$ cat src/rtl/mem_access.sv
`default_nettype none
// ============================================================================
// Module   : mem_access
// Purpose  : MEM pipeline stage. Decodes loads/stores from the EX/MEM
//            register, checks alignment, runs a request/response data-bus
//            transaction and formats the load result for MEM/WB.
// Ports    : clk, rst           - clock, synchronous active-high reset
//            flush, hold        - pipeline flush, downstream stall
//            *_i                - EX/MEM register fields
//            waddr_o .. stallreq- MEM/WB fields and stall request
//            data_*             - data-bus master (addr_ok / data_ok handshake)
// Revision : 1.0 - initial release
// ============================================================================
module mem_access #(
   parameter logic [7:0] ALU_OP_LB  = 8'hE0,
   parameter logic [7:0] ALU_OP_LBU = 8'hE4,
   parameter logic [7:0] ALU_OP_LH  = 8'hE1,
   parameter logic [7:0] ALU_OP_LHU = 8'hE5,
   parameter logic [7:0] ALU_OP_LW  = 8'hE3,
   parameter logic [7:0] ALU_OP_SB  = 8'hE8,
   parameter logic [7:0] ALU_OP_SH  = 8'hE9,
   parameter logic [7:0] ALU_OP_SW  = 8'hEB
) (
   input  logic        clk,
   input  logic        rst,
   input  logic        flush,
   input  logic        hold,
   input  logic [4:0]  waddr_i,
   input  logic        we_i,
   input  logic [31:0] wdata_i,
   input  logic [7:0]  aluop_i,
   input  logic [31:0] addr_i,
   input  logic [31:0] reg2_i,
   input  logic [31:0] exc_i,
   input  logic [31:0] pc_i,
   output logic [4:0]  waddr_o,
   output logic        we_o,
   output logic [31:0] wdata_o,
   output logic [31:0] exc_o,
   output logic [31:0] badvaddr_o,
   output logic        stallreq,
   output logic        data_req,
   output logic        data_wr,
   output logic [1:0]  data_size,
   output logic [31:0] data_addr,
   output logic [3:0]  data_wstrb,
   output logic [31:0] data_wdata,
   input  logic        data_addr_ok,
   input  logic        data_data_ok,
   input  logic [31:0] data_rdata
);

   typedef enum logic [2:0] {
      S_IDLE     = 3'd0,
      S_ADDR     = 3'd1,
      S_DATA     = 3'd2,
      S_DONE     = 3'd3,
      S_ABT_ADDR = 3'd4,
      S_ABT_DATA = 3'd5
   } state_t;

   state_t      r_state;

   // Transaction copy taken at issue: after a flush the EX/MEM inputs move
   // on, but the bus fields must stay stable until the slave accepts them.
   logic [31:0] r_addr;
   logic [1:0]  r_size;
   logic        r_wr;
   logic [3:0]  r_wstrb;
   logic [31:0] r_wdata;
   logic [1:0]  r_lo;
   logic        r_signed;
   logic        r_load;
   logic        r_we;
   logic [4:0]  r_waddr;
   logic [31:0] r_rdata;

   logic        w_is_load;
   logic        w_is_store;
   logic        w_is_mem;
   logic        w_signed;
   logic [1:0]  w_size;
   logic        w_misalign;
   logic        w_exc_in;
   logic        w_issue_ok;
   logic [31:0] w_bus_addr;
   logic [3:0]  w_bus_wstrb;
   logic [31:0] w_bus_wdata;
   logic [7:0]  w_byte;
   logic [15:0] w_half;
   logic [31:0] w_load_res;
   logic        w_unused;

   assign w_unused = ^pc_i;

   // ---------------------------------------------------------------- decode
   always_comb begin
      w_is_load  = 1'b0;
      w_is_store = 1'b0;
      w_signed   = 1'b0;
      w_size     = 2'd0;
      case (aluop_i)
         ALU_OP_LB:  begin w_is_load  = 1'b1; w_signed = 1'b1; w_size = 2'd0; end
         ALU_OP_LBU: begin w_is_load  = 1'b1;                  w_size = 2'd0; end
         ALU_OP_LH:  begin w_is_load  = 1'b1; w_signed = 1'b1; w_size = 2'd1; end
         ALU_OP_LHU: begin w_is_load  = 1'b1;                  w_size = 2'd1; end
         ALU_OP_LW:  begin w_is_load  = 1'b1;                  w_size = 2'd2; end
         ALU_OP_SB:  begin w_is_store = 1'b1;                  w_size = 2'd0; end
         ALU_OP_SH:  begin w_is_store = 1'b1;                  w_size = 2'd1; end
         ALU_OP_SW:  begin w_is_store = 1'b1;                  w_size = 2'd2; end
         default:    ;
      endcase
   end

   assign w_is_mem   = w_is_load | w_is_store;
   assign w_misalign = ((w_size == 2'd1) & addr_i[0]) |
                       ((w_size == 2'd2) & (addr_i[1:0] != 2'b00));
   assign w_exc_in   = (exc_i != 32'h0);
   assign w_issue_ok = w_is_mem & ~w_exc_in & ~w_misalign;
   assign w_bus_addr = (w_size == 2'd2) ? {addr_i[31:2], 2'b00} : addr_i;

   always_comb begin
      w_bus_wstrb = 4'b0000;
      w_bus_wdata = 32'h0;
      if (w_is_store) begin
         case (w_size)
            2'd0: begin
               w_bus_wstrb = 4'b0001 << addr_i[1:0];
               w_bus_wdata = {4{reg2_i[7:0]}};
            end
            2'd1: begin
               w_bus_wstrb = addr_i[1] ? 4'b1100 : 4'b0011;
               w_bus_wdata = {2{reg2_i[15:0]}};
            end
            default: begin
               w_bus_wstrb = 4'b1111;
               w_bus_wdata = reg2_i;
            end
         endcase
      end
   end

   // ---------------------------------------------------- load result format
   always_comb begin
      case (r_lo)
         2'd0:    w_byte = r_rdata[7:0];
         2'd1:    w_byte = r_rdata[15:8];
         2'd2:    w_byte = r_rdata[23:16];
         default: w_byte = r_rdata[31:24];
      endcase
      w_half = r_lo[1] ? r_rdata[31:16] : r_rdata[15:0];
      case (r_size)
         2'd0:    w_load_res = r_signed ? {{24{w_byte[7]}}, w_byte}  : {24'h0, w_byte};
         2'd1:    w_load_res = r_signed ? {{16{w_half[15]}}, w_half} : {16'h0, w_half};
         default: w_load_res = r_rdata;
      endcase
   end

   // ------------------------------------------------------------------- FSM
   always_ff @(posedge clk) begin
      if (rst) begin
         r_state  <= S_IDLE;
         r_addr   <= 32'h0;
         r_size   <= 2'd0;
         r_wr     <= 1'b0;
         r_wstrb  <= 4'b0;
         r_wdata  <= 32'h0;
         r_lo     <= 2'd0;
         r_signed <= 1'b0;
         r_load   <= 1'b0;
         r_we     <= 1'b0;
         r_waddr  <= 5'd0;
         r_rdata  <= 32'h0;
      end else begin
         case (r_state)
            S_IDLE: begin
               if (w_issue_ok && !flush) begin
                  r_addr   <= w_bus_addr;
                  r_size   <= w_size;
                  r_wr     <= w_is_store;
                  r_wstrb  <= w_bus_wstrb;
                  r_wdata  <= w_bus_wdata;
                  r_lo     <= addr_i[1:0];
                  r_signed <= w_signed;
                  r_load   <= w_is_load;
                  r_we     <= we_i;
                  r_waddr  <= waddr_i;
                  r_state  <= data_addr_ok ? S_DATA : S_ADDR;
               end
            end
            S_ADDR: begin
               // data_data_ok is deliberately ignored here: a response can
               // only belong to this request once the address is accepted.
               if (data_addr_ok)
                  r_state <= flush ? S_ABT_DATA : S_DATA;
               else if (flush)
                  r_state <= S_ABT_ADDR;
            end
            S_DATA: begin
               if (data_data_ok) begin
                  if (flush) begin
                     r_state <= S_IDLE;
                  end else begin
                     r_rdata <= data_rdata;
                     r_state <= S_DONE;
                  end
               end else if (flush) begin
                  r_state <= S_ABT_DATA;
               end
            end
            S_DONE: begin
               if (flush || !hold)
                  r_state <= S_IDLE;
            end
            S_ABT_ADDR: begin
               if (data_addr_ok)
                  r_state <= S_ABT_DATA;
            end
            S_ABT_DATA: begin
               if (data_data_ok)
                  r_state <= S_IDLE;
            end
            default: r_state <= S_IDLE;
         endcase
      end
   end

   // --------------------------------------------------------------- outputs
   // IDLE must be able to raise data_req in the same cycle the instruction
   // arrives, so outputs are decoded from the state and the live inputs.
   always_comb begin
      data_req   = 1'b0;
      data_wr    = r_wr;
      data_size  = r_size;
      data_addr  = r_addr;
      data_wstrb = r_wstrb;
      data_wdata = r_wdata;
      waddr_o    = 5'd0;
      we_o       = 1'b0;
      wdata_o    = 32'h0;
      exc_o      = 32'h0;
      badvaddr_o = 32'h0;
      stallreq   = 1'b0;
      if (!rst) begin
         case (r_state)
            S_IDLE: begin
               data_wr    = w_is_store;
               data_size  = w_size;
               data_addr  = w_bus_addr;
               data_wstrb = w_bus_wstrb;
               data_wdata = w_bus_wdata;
               if (!w_is_mem) begin
                  waddr_o = waddr_i;
                  we_o    = we_i;
                  wdata_o = wdata_i;
                  exc_o   = exc_i;
               end else if (w_exc_in) begin
                  waddr_o = waddr_i;
                  exc_o   = exc_i;
               end else if (w_misalign) begin
                  waddr_o    = waddr_i;
                  exc_o      = w_is_load ? 32'h0000_0010 : 32'h0000_0020;
                  badvaddr_o = addr_i;
               end else if (!flush) begin
                  data_req = 1'b1;
                  stallreq = 1'b1;
               end
            end
            S_ADDR, S_ABT_ADDR: begin
               data_req = 1'b1;
               stallreq = 1'b1;
            end
            S_DATA, S_ABT_DATA: begin
               stallreq = 1'b1;
            end
            S_DONE: begin
               waddr_o = r_waddr;
               we_o    = r_load & r_we;
               wdata_o = r_load ? w_load_res : 32'h0;
            end
            default: ;
         endcase
      end
   end

endmodule
`default_nettype wire

$ cat config.mk
export PLATFORM = sky130hd
export DESIGN_NAME = mem_access
export DESIGN_NICKNAME = d
export VERILOG_FILES = /design/src/rtl/mem_access.sv
export SDC_FILE = /design/constraint.sdc
export NUM_CORES = 1
export LEC_CHECK = 0
export ABC_AREA = 1
export BUFFER_PORTS_ARGS = -buffer_cell sky130_fd_sc_hd__buf_4
export CAP_MARGIN = 20
export CORE_AREA = 2 2 151 153
export CTS_CLUSTER_DIAMETER = 60
export DETAILED_ROUTE_END_ITERATION = 10
export DIE_AREA = 0 0 153 155
export GPL_ROUTABILITY_DRIVEN = 0
export HOLD_SLACK_MARGIN = 0.06
export PLACE_DENSITY_LB_ADDON = 0.25
export SYNTH_ARGS = -nofsm -noshare
export SYNTH_HDL_FRONTEND = slang
export SYNTH_SLANG_ARGS = --single-unit
$ cat constraint.sdc
create_clock -name clk -period 1.95 [get_ports clk]
set_input_delay 0 -clock clk [delete_from_list [all_inputs] [get_ports clk]]
set_output_delay 0 -clock clk [all_outputs]
set_load 0.03 [all_outputs]
==> impl_summary.log, run 1 <==
INFO  metric run_status = finished with violations
INFO  metric failed_checks = setup timing
INFO  metric dr.pass1.iters = 5
INFO  metric timing.max_slew.rel_slack = between 50% and 60%
INFO  metric number_of_vias_after_detailed_routing = 10300
INFO  metric floorplan.die.width = roughly 150 um
INFO  metric critPathRequiredTime = 1.95 ns
INFO  metric hold_viol = 0
INFO  metric path_type_of_the_worst_min_delay_path = in2reg
INFO  metric wire_per_inst = 17.6 um
INFO  metric clock_tree.htree_level_count = 4
INFO  metric crit_path_start_kind = register
INFO  metric ys_top_cells_by_count = sky130_fd_sc_hd__nand2_1, sky130_fd_sc_hd__nor2_1, sky130_fd_sc_hd__dfxtp_1
INFO  metric final_layout_size_suffix_gt1_share = 42.3%
INFO  metric synth_area = roughly 7300 sq um
INFO  metric grt_pass1_vias = between 9000 and 10000
INFO  metric floorplan.die_area = 23700 sq um
INFO  metric worstHoldPathCells = 5
INFO  metric hold_ws = ~0.11 ns
INFO  metric crit_chain = nor2_4, inv_2, nor2_4, inv_4, nor2_4, buf_6, buf_12, buf_16, nand2_8, o21ai_2, buf_6
INFO  metric first_pass_grt_wire_length = 50500 um
INFO  metric ys_dominant_reg_cell = sky130_fd_sc_hd__dfxtp_1
INFO  metric yosysSeqAreaShare = between 30% and 40%
INFO  metric die_y = 155 um
INFO  metric grt_max_degree = 60
INFO  metric critPathTopFamily = buffers and inverters
INFO  metric yosys.cell_count.top_type = sky130_fd_sc_hd__nand2_1
INFO  metric io_buffer_count = 354
INFO  metric leakagePower = ~6.7 nW
INFO  metric timing_worst_slew_pin_value = roughly 0.61 ns
INFO  metric setup_tns_final = -5.33 ns
INFO  metric layout-area-overhead-vs-synth = 101%
INFO  metric fin_util = 65.6%
INFO  metric numClockSinks = 116
INFO  metric number_of_register_bits_inferred_by_synthesis = ~120
INFO  metric clock_latency = 0.41 ns
INFO  metric grt_usage = a little over a quarter
INFO  metric tritoncts.num_buffers = 17
INFO  metric powerDensity = 955 nW/um^2
INFO  metric antenna_found_initial = 0
INFO  metric clock_tree_from_tritoncts = built
INFO  metric syn-num-nets = roughly 1400
INFO  metric clock_transition_at_the_registers_of_the_reported_paths = 0.06 ns
INFO  metric clock-skew-final = approximately 0.010 ns
INFO  metric avgSynthCellArea = ~6 sq um
INFO  metric ctsRootBufferMaster = sky130_fd_sc_hd__clkbuf_16
INFO  metric post-route-drc-count = 0
INFO  metric top_fanout_value_on_the_critical_path = 8
INFO  metric cts-root-to-sink-buffers = 2
INFO  metric min_period_over_period = 108%
INFO  metric vdd_drop_max = 0.681 mV
INFO  metric antenna_left = 0
INFO  metric reg2regPathDepth = 13
INFO  metric final_net_count = between 1500 and 2000
INFO  metric grt_setup_unrepaired = yes
INFO  metric syn_inst = around 1200
INFO  metric report.final.setup_viol = 107
INFO  metric initial_core_util = 32.7%
INFO  metric final_design_area_no_fill = about 15000 sq um
INFO  metric edff_count_synth = 0
INFO  metric post-dp-hpwl = 21600 um
INFO  metric post-synth-top-area-fraction = a little under a third
INFO  metric placed_cell_area = 10300 sq um
INFO  metric critical_path.endpoint_type = primary output
INFO  metric totalWireLength = 35400 um
INFO  metric antenna_cells_inserted = 0
INFO  metric finalPower = 0.0139 W
INFO  metric vias_per_cell = between 5 and 6
INFO  metric timing.critical_path.buf_inv = 6
INFO  metric timing.critical_path.depth = 11
INFO  metric critPathSlowestCell = sky130_fd_sc_hd__dfxtp_2
INFO  metric timing_worst_setup_path_type = reg2out
INFO  metric synth_warnings = 0
INFO  metric std_cell_rows = 55
INFO  metric synthDominantAreaCellType = sky130_fd_sc_hd__dfxtp_1
INFO  metric first_iter_violations = 682
INFO  metric yosys.cell_types.count = 36
INFO  metric cp_common_cell = sky130_fd_sc_hd__nor2_4
INFO  metric core_area = 22200 sq um
INFO  metric fmax = 0.476 GHz
INFO  metric finalWorstSetupSlack = -0.151 ns
INFO  metric post_synth_main_area_contributors = sky130_fd_sc_hd__dfxtp_1, sky130_fd_sc_hd__nand2_1, sky130_fd_sc_hd__nor2_1
INFO  metric max_cap_viol_count = 0
INFO  metric worstPathArrival = roughly 2.1 ns
INFO  metric critical_path.max_stage_delay = 0.33 ns
INFO  metric grt_overflow_total = 0
INFO  metric io_pins = roughly 390
INFO  metric min_period = 2.10 ns
INFO  metric share_of_synthesized_registers_carrying_an_async_set_or_reset = 0%
INFO  metric slew_viol_final = 0
==> power breakdown <==
group	total (W)	internal, W	leakage, nW	switching (W)
clock network	0.00329	0.00215	0.288	0.00114
registers	0.00257	0.00247	0.940	0.000103
logic	0.00806	0.00341	5.49	0.00465
total	0.0139	0.00803	6.72	0.00589
==> logic make-up (layout without fill, tap and decap cells) <==
group,after synthesis,after routing,synth area share (%)
compound gates,253,253,19.8
buf+inv,163,662,9.30
flops,116,116,32.0
mux,9,9,1.27
simple gates,690,690,37.7
==> state kept, by name (all words and copies together), names as in the netlist <==
signal    cells
r_signed      1
r_waddr       5
r_we          1
r_wstrb       4
r_addr       32
r_state       3
r_load        1
r_rdata      32
r_lo          2
r_wr          1
r_wdata      32
r_size        2
==> metrics by stage <==
stage	instances	setup WS, ns
after floorplan	1231	-0.00273
after global placement	1831	0.0878
after detailed placement	1831	0.101
after CTS	1997	-0.114
after global routing	2015	-0.228
final	2015	-0.151
==> worst register-to-register path, delay by kind of cell, from the launching register on <==
kind                   cells  cell delay, ns
AO/OA/AOI/OAI              2            0.35
buffers and inverters      6            0.63
AND/OR/NAND/NOR            5            0.39
flip-flops                 1            0.33
==> cell usage in the layout (no fill, tap or decap), types with 10 or more instances in the layout <==
| master | count |
|---|---|
| sky130_fd_sc_hd__o21ai_0 | 56 |
| sky130_fd_sc_hd__dfxtp_1 | 108 |
| sky130_fd_sc_hd__nand3_1 | 20 |
| sky130_fd_sc_hd__nor2_4 | 42 |
| sky130_fd_sc_hd__buf_12 | 17 |
| sky130_fd_sc_hd__o21ai_1 | 10 |
| sky130_fd_sc_hd__a21oi_1 | 100 |
| sky130_fd_sc_hd__buf_6 | 142 |
| sky130_fd_sc_hd__dlygate4sd3_1 | 104 |
| sky130_fd_sc_hd__nand2_4 | 63 |
| sky130_fd_sc_hd__clkbuf_16 | 24 |
| sky130_fd_sc_hd__o211ai_1 | 31 |
| sky130_fd_sc_hd__nand2_1 | 290 |
| sky130_fd_sc_hd__nand2_2 | 78 |
| sky130_fd_sc_hd__inv_1 | 73 |
| sky130_fd_sc_hd__nor2_1 | 163 |
| sky130_fd_sc_hd__buf_4 | 266 |
==> final timing paths <==
check	from	endpoint	slack [ns]
hold reg to reg	r_wdata[26]	r_wdata[26]	0.46
hold / removal	reg2_i[18]	r_wdata[18]	0.11
setup reg to reg	r_state[0]	r_state[0]	0.13
setup / recovery	r_state[0]	data_addr[0]	-0.15
==> per-layer routing <==
metal	global-route usage (%)	wire length, um
met3	6.13	2570
met5	0	0
met1	30.6	13500
met4	10.4	1340
met2	46.8	18000
==> cell type report <==
class | count | area [sq um]
inverters | 89 | 353
well taps | 285 | 357
clock inverters | 10 | 158
fillers | 1826 | 7650
multi-input cells | 952 | 5590
flip-flops and latches | 116 | 2330
repair buffers | 543 | 5330
clock buffers | 20 | 447
==> timing repair <==
action / in CTS / in global routing
buffers inserted: 21 / 20
endpoints found under the hold margin: 109 / 0
gates cloned: 10 / 7
gates resized for setup: 171 / 392
hold buffers: 105 / 0
pin swaps: 29 / 132
endpoints found under the setup margin: 158 / 163
Note: power is estimated with default switching activity, not from simulation.
==> run 2, diff against run 1 <==
--- a/config.mk
+++ b/config.mk
@@ -8,10 +8,10 @@
 export ABC_AREA = 1
 export BUFFER_PORTS_ARGS = -buffer_cell sky130_fd_sc_hd__buf_4
 export CAP_MARGIN = 20
-export CORE_AREA = 2 2 151 153
+export CORE_AREA = 2 2 149 151
 export CTS_CLUSTER_DIAMETER = 60
 export DETAILED_ROUTE_END_ITERATION = 10
-export DIE_AREA = 0 0 153 155
+export DIE_AREA = 0 0 151 153
 export GPL_ROUTABILITY_DRIVEN = 0
 export HOLD_SLACK_MARGIN = 0.06
 export PLACE_DENSITY_LB_ADDON = 0.25
==> impl_summary.log, run 2 (synthesis gave the netlist of run 1 again) <==
INFO  metric crit_path_start_kind = register
INFO  metric critical_path.endpoint_type = primary output
INFO  metric antenna_cells_inserted = 0 (unchanged)
INFO  metric first_iter_violations = 689 (+1.0%)
INFO  metric number_of_vias_after_detailed_routing = 10600 (+2.1%)
INFO  metric powerDensity = 978 nW/um^2 (+2.4%)
INFO  metric die_y = 153 um (-1.3%)
INFO  metric ctsRootBufferMaster = sky130_fd_sc_hd__clkbuf_16
INFO  metric critical_path.max_stage_delay = 0.36 ns (+0.03 ns)
INFO  metric min_period_over_period = 105% (-2.6 points)
INFO  metric critPathRequiredTime = 1.95 ns (about the same)
INFO  metric critPathSlowestCell = sky130_fd_sc_hd__dfxtp_4
INFO  metric tritoncts.num_buffers = 17 (unchanged)
INFO  metric grt_usage = 28.9% (+2.6 points)
INFO  metric vdd_drop_max = 0.963 mV (+41%)
INFO  metric timing.max_slew.rel_slack = 60.1% (+1.2 points)
INFO  metric io_buffer_count = 354 (unchanged)
INFO  metric report.final.setup_viol = 112 (+4.7%)
INFO  metric cp_common_cell = sky130_fd_sc_hd__nor2_4
INFO  metric place_ws = -0.00963 ns (-0.110 ns)
INFO  metric largest_registers = r_addr (32), r_rdata (32), r_wdata (32)
INFO  metric hold_path.startpoint = reg2_i[16]
INFO  metric numClockSinks = 116 (unchanged)
INFO  metric critPathLaunch = r_state[0]
INFO  metric fmax = 0.488 GHz (+2.5%)
INFO  metric clock_tree_from_tritoncts = built
INFO  metric multi_input_comb_area = 5970 sq um (+6.7%)
INFO  metric dr.pass1.iters = 5 (unchanged)
INFO  metric grt_overflow_total = 0 (unchanged)
INFO  metric post-dp-hpwl = 21400 um (-1.2%)
INFO  metric clock-skew-final = 0.00953 ns (-0.000701 ns)
INFO  metric max_cap_viol_count = 0 (unchanged)
INFO  metric clock_transition_at_the_registers_of_the_reported_paths = 0.06 ns (about the same)
INFO  metric path_type_of_the_worst_min_delay_path = in2reg
INFO  metric floorplan.die_area = 23100 sq um (-2.6%)
INFO  metric r2r_start = r_state[2]
INFO  metric most_frequent_cells_in_the_layout = sky130_fd_sc_hd__nand2_1, sky130_fd_sc_hd__buf_4, sky130_fd_sc_hd__nor2_1
INFO  metric min_period = 2.05 ns (-0.0505 ns)
INFO  metric clock_tree.htree_level_count = 4 (unchanged)
INFO  metric core_area = 21500 sq um (-3.3%)
INFO  metric first_pass_grt_wire_length = 52600 um (+4.3%)
INFO  metric vias_per_cell = 5.27 (+2.8%)
INFO  metric std_cell_rows = 54 (-1.8%)
INFO  metric clock_latency = 0.42 ns (about the same)
INFO  metric final_layout_size_suffix_gt1_share = 44.2% (+2.0 points)
INFO  metric grt_setup_unrepaired = yes
INFO  metric slew_viol_final = 0 (unchanged)
INFO  metric cts-root-to-sink-buffers = 2 (unchanged)
INFO  metric initial_core_util = 33.8% (+1.1 points)
INFO  metric final_common_cell = sky130_fd_sc_hd__nand2_1
INFO  metric antenna_left = 0 (unchanged)
INFO  metric run_status = finished with violations
INFO  metric grt_max_degree = 84 (+40%)
INFO  metric wire_per_inst = 18.5 um (+5.1%)
INFO  metric totalWireLength = 37000 um (+4.5%)
INFO  metric top_fanout_value_on_the_critical_path = 8 (unchanged)
INFO  metric final_net_count = 1922 (-0.47%)
INFO  metric post-route-drc-count = 0 (unchanged)
INFO  metric leakagePower = 7.03 nW (+4.6%)
INFO  metric antenna_found_initial = 0 (unchanged)
INFO  metric crit_chain = nor2_4, inv_2, nor2_4, inv_4, nor2_4, clkinv_4, buf_12, buf_16, nand2_4, o21a_1, buf_6
INFO  metric floorplan.die.width = 151 um (-1.3%)
INFO  metric fill_cell_instance_count_of_the_final_layout = 1626 (-11%)
INFO  metric grt_pass1_vias = 10200 (+3.5%)
INFO  metric hold_viol = 0 (unchanged)
INFO  metric io_pins = 387 (unchanged)
INFO  metric finalPower = 0.0147 W (+5.5%)
INFO  metric register_area = 2340 sq um (+0.16%)
INFO  metric timing_worst_setup_path_type = reg2out
INFO  metric finalWorstSetupSlack = -0.101 ns (+0.0505 ns)
INFO  metric layout-area-overhead-vs-synth = 107%
INFO  metric worstPathArrival = 2.05 ns (-0.05 ns)
INFO  metric setup_tns_final = -4.45 ns (+0.878 ns)
INFO  metric timing_worst_slew_pin_value = 0.592 ns (-0.0185 ns)
INFO  metric failed_checks = setup timing
run 2: cell count changes in the layout (fill, tap and decap cells not counted), moves of 6 or more:
cell,change
sky130_fd_sc_hd__buf_16,+6
sky130_fd_sc_hd__nand2_4,+39
sky130_fd_sc_hd__nand2_1,-31
sky130_fd_sc_hd__nor2_1,-7
sky130_fd_sc_hd__nor2_4,+8
sky130_fd_sc_hd__nand2_2,-13
sky130_fd_sc_hd__buf_4,-16
run 2: per-stage QoR:
step / cells / utilization (%) / hold WS (ns) / area, sq um
2_1_floorplan: 1231 / - / 0.135 / 7270
3_3_place_gp: 1821 / 47.9 / 0.227 / 10300
3_5_place_dp: 1821 / 47.9 / 0.227 / 10300
4_1_cts: 1995 / 64.3 / 0.0602 / 13800
5_1_grt: 2003 / 69.8 / 0.112 / 15000
6_report: 2003 / 69.8 / 0.0891 / 15000
run 2: cell type report:
class / instances / share of cell area, %
tap: 280 / 2.33
timing repair buffer: 534 / 36.0
sequential: 116 / 15.6
inverter: 89 / 2.34
clock buffer: 19 / 3.02
clock inverter: 13 / 0.992
multi-input combinational: 952 / 39.8
run 2: power by group:
part	internal [W]	leakage, nW	switching [W]	total [W]
registers	0.00247	0.940	0.000101	0.00257
logic	0.00381	5.80	0.00507	0.00887
clock network	0.00197	0.287	0.00126	0.00323
run 2: critical path: cells and delay by family (launching register included):
kind	cells	cell delay (ns)
AOI/OAI and AO/OA	1	0.13
buffers and inverters	6	0.72
and+or+nand+nor	4	0.41
DFF	1	0.36
run 2: metal layers:
metal	GRT usage, %	share of wire (%)
met3	6.72	7.9
met2	50.6	51
met1	33.9	37
met4	11.1	3.9
met5	0	0
run 2: path summary, 6_finish.rpt:
path / cells past startpoint / end / slack (ns)
setup / recovery: 11 / data_wdata[20] / -0.10
hold reg to reg: 2 / r_wdata[27] / 0.46
hold / removal: 5 / r_wdata[16] / 0.09
setup reg to reg: 6 / r_addr[3] / 0.04
run 2: timing repair:
item / 4_1_cts / 5_1_grt
pin swaps: 71 / 73
hold endpoints to repair: 101 / 0
cloned: 17 / 4
hold buffers: 101 / 0
buffers inserted: 24 / 10
gates resized for setup: 388 / 275
setup endpoints to repair: 159 / 162
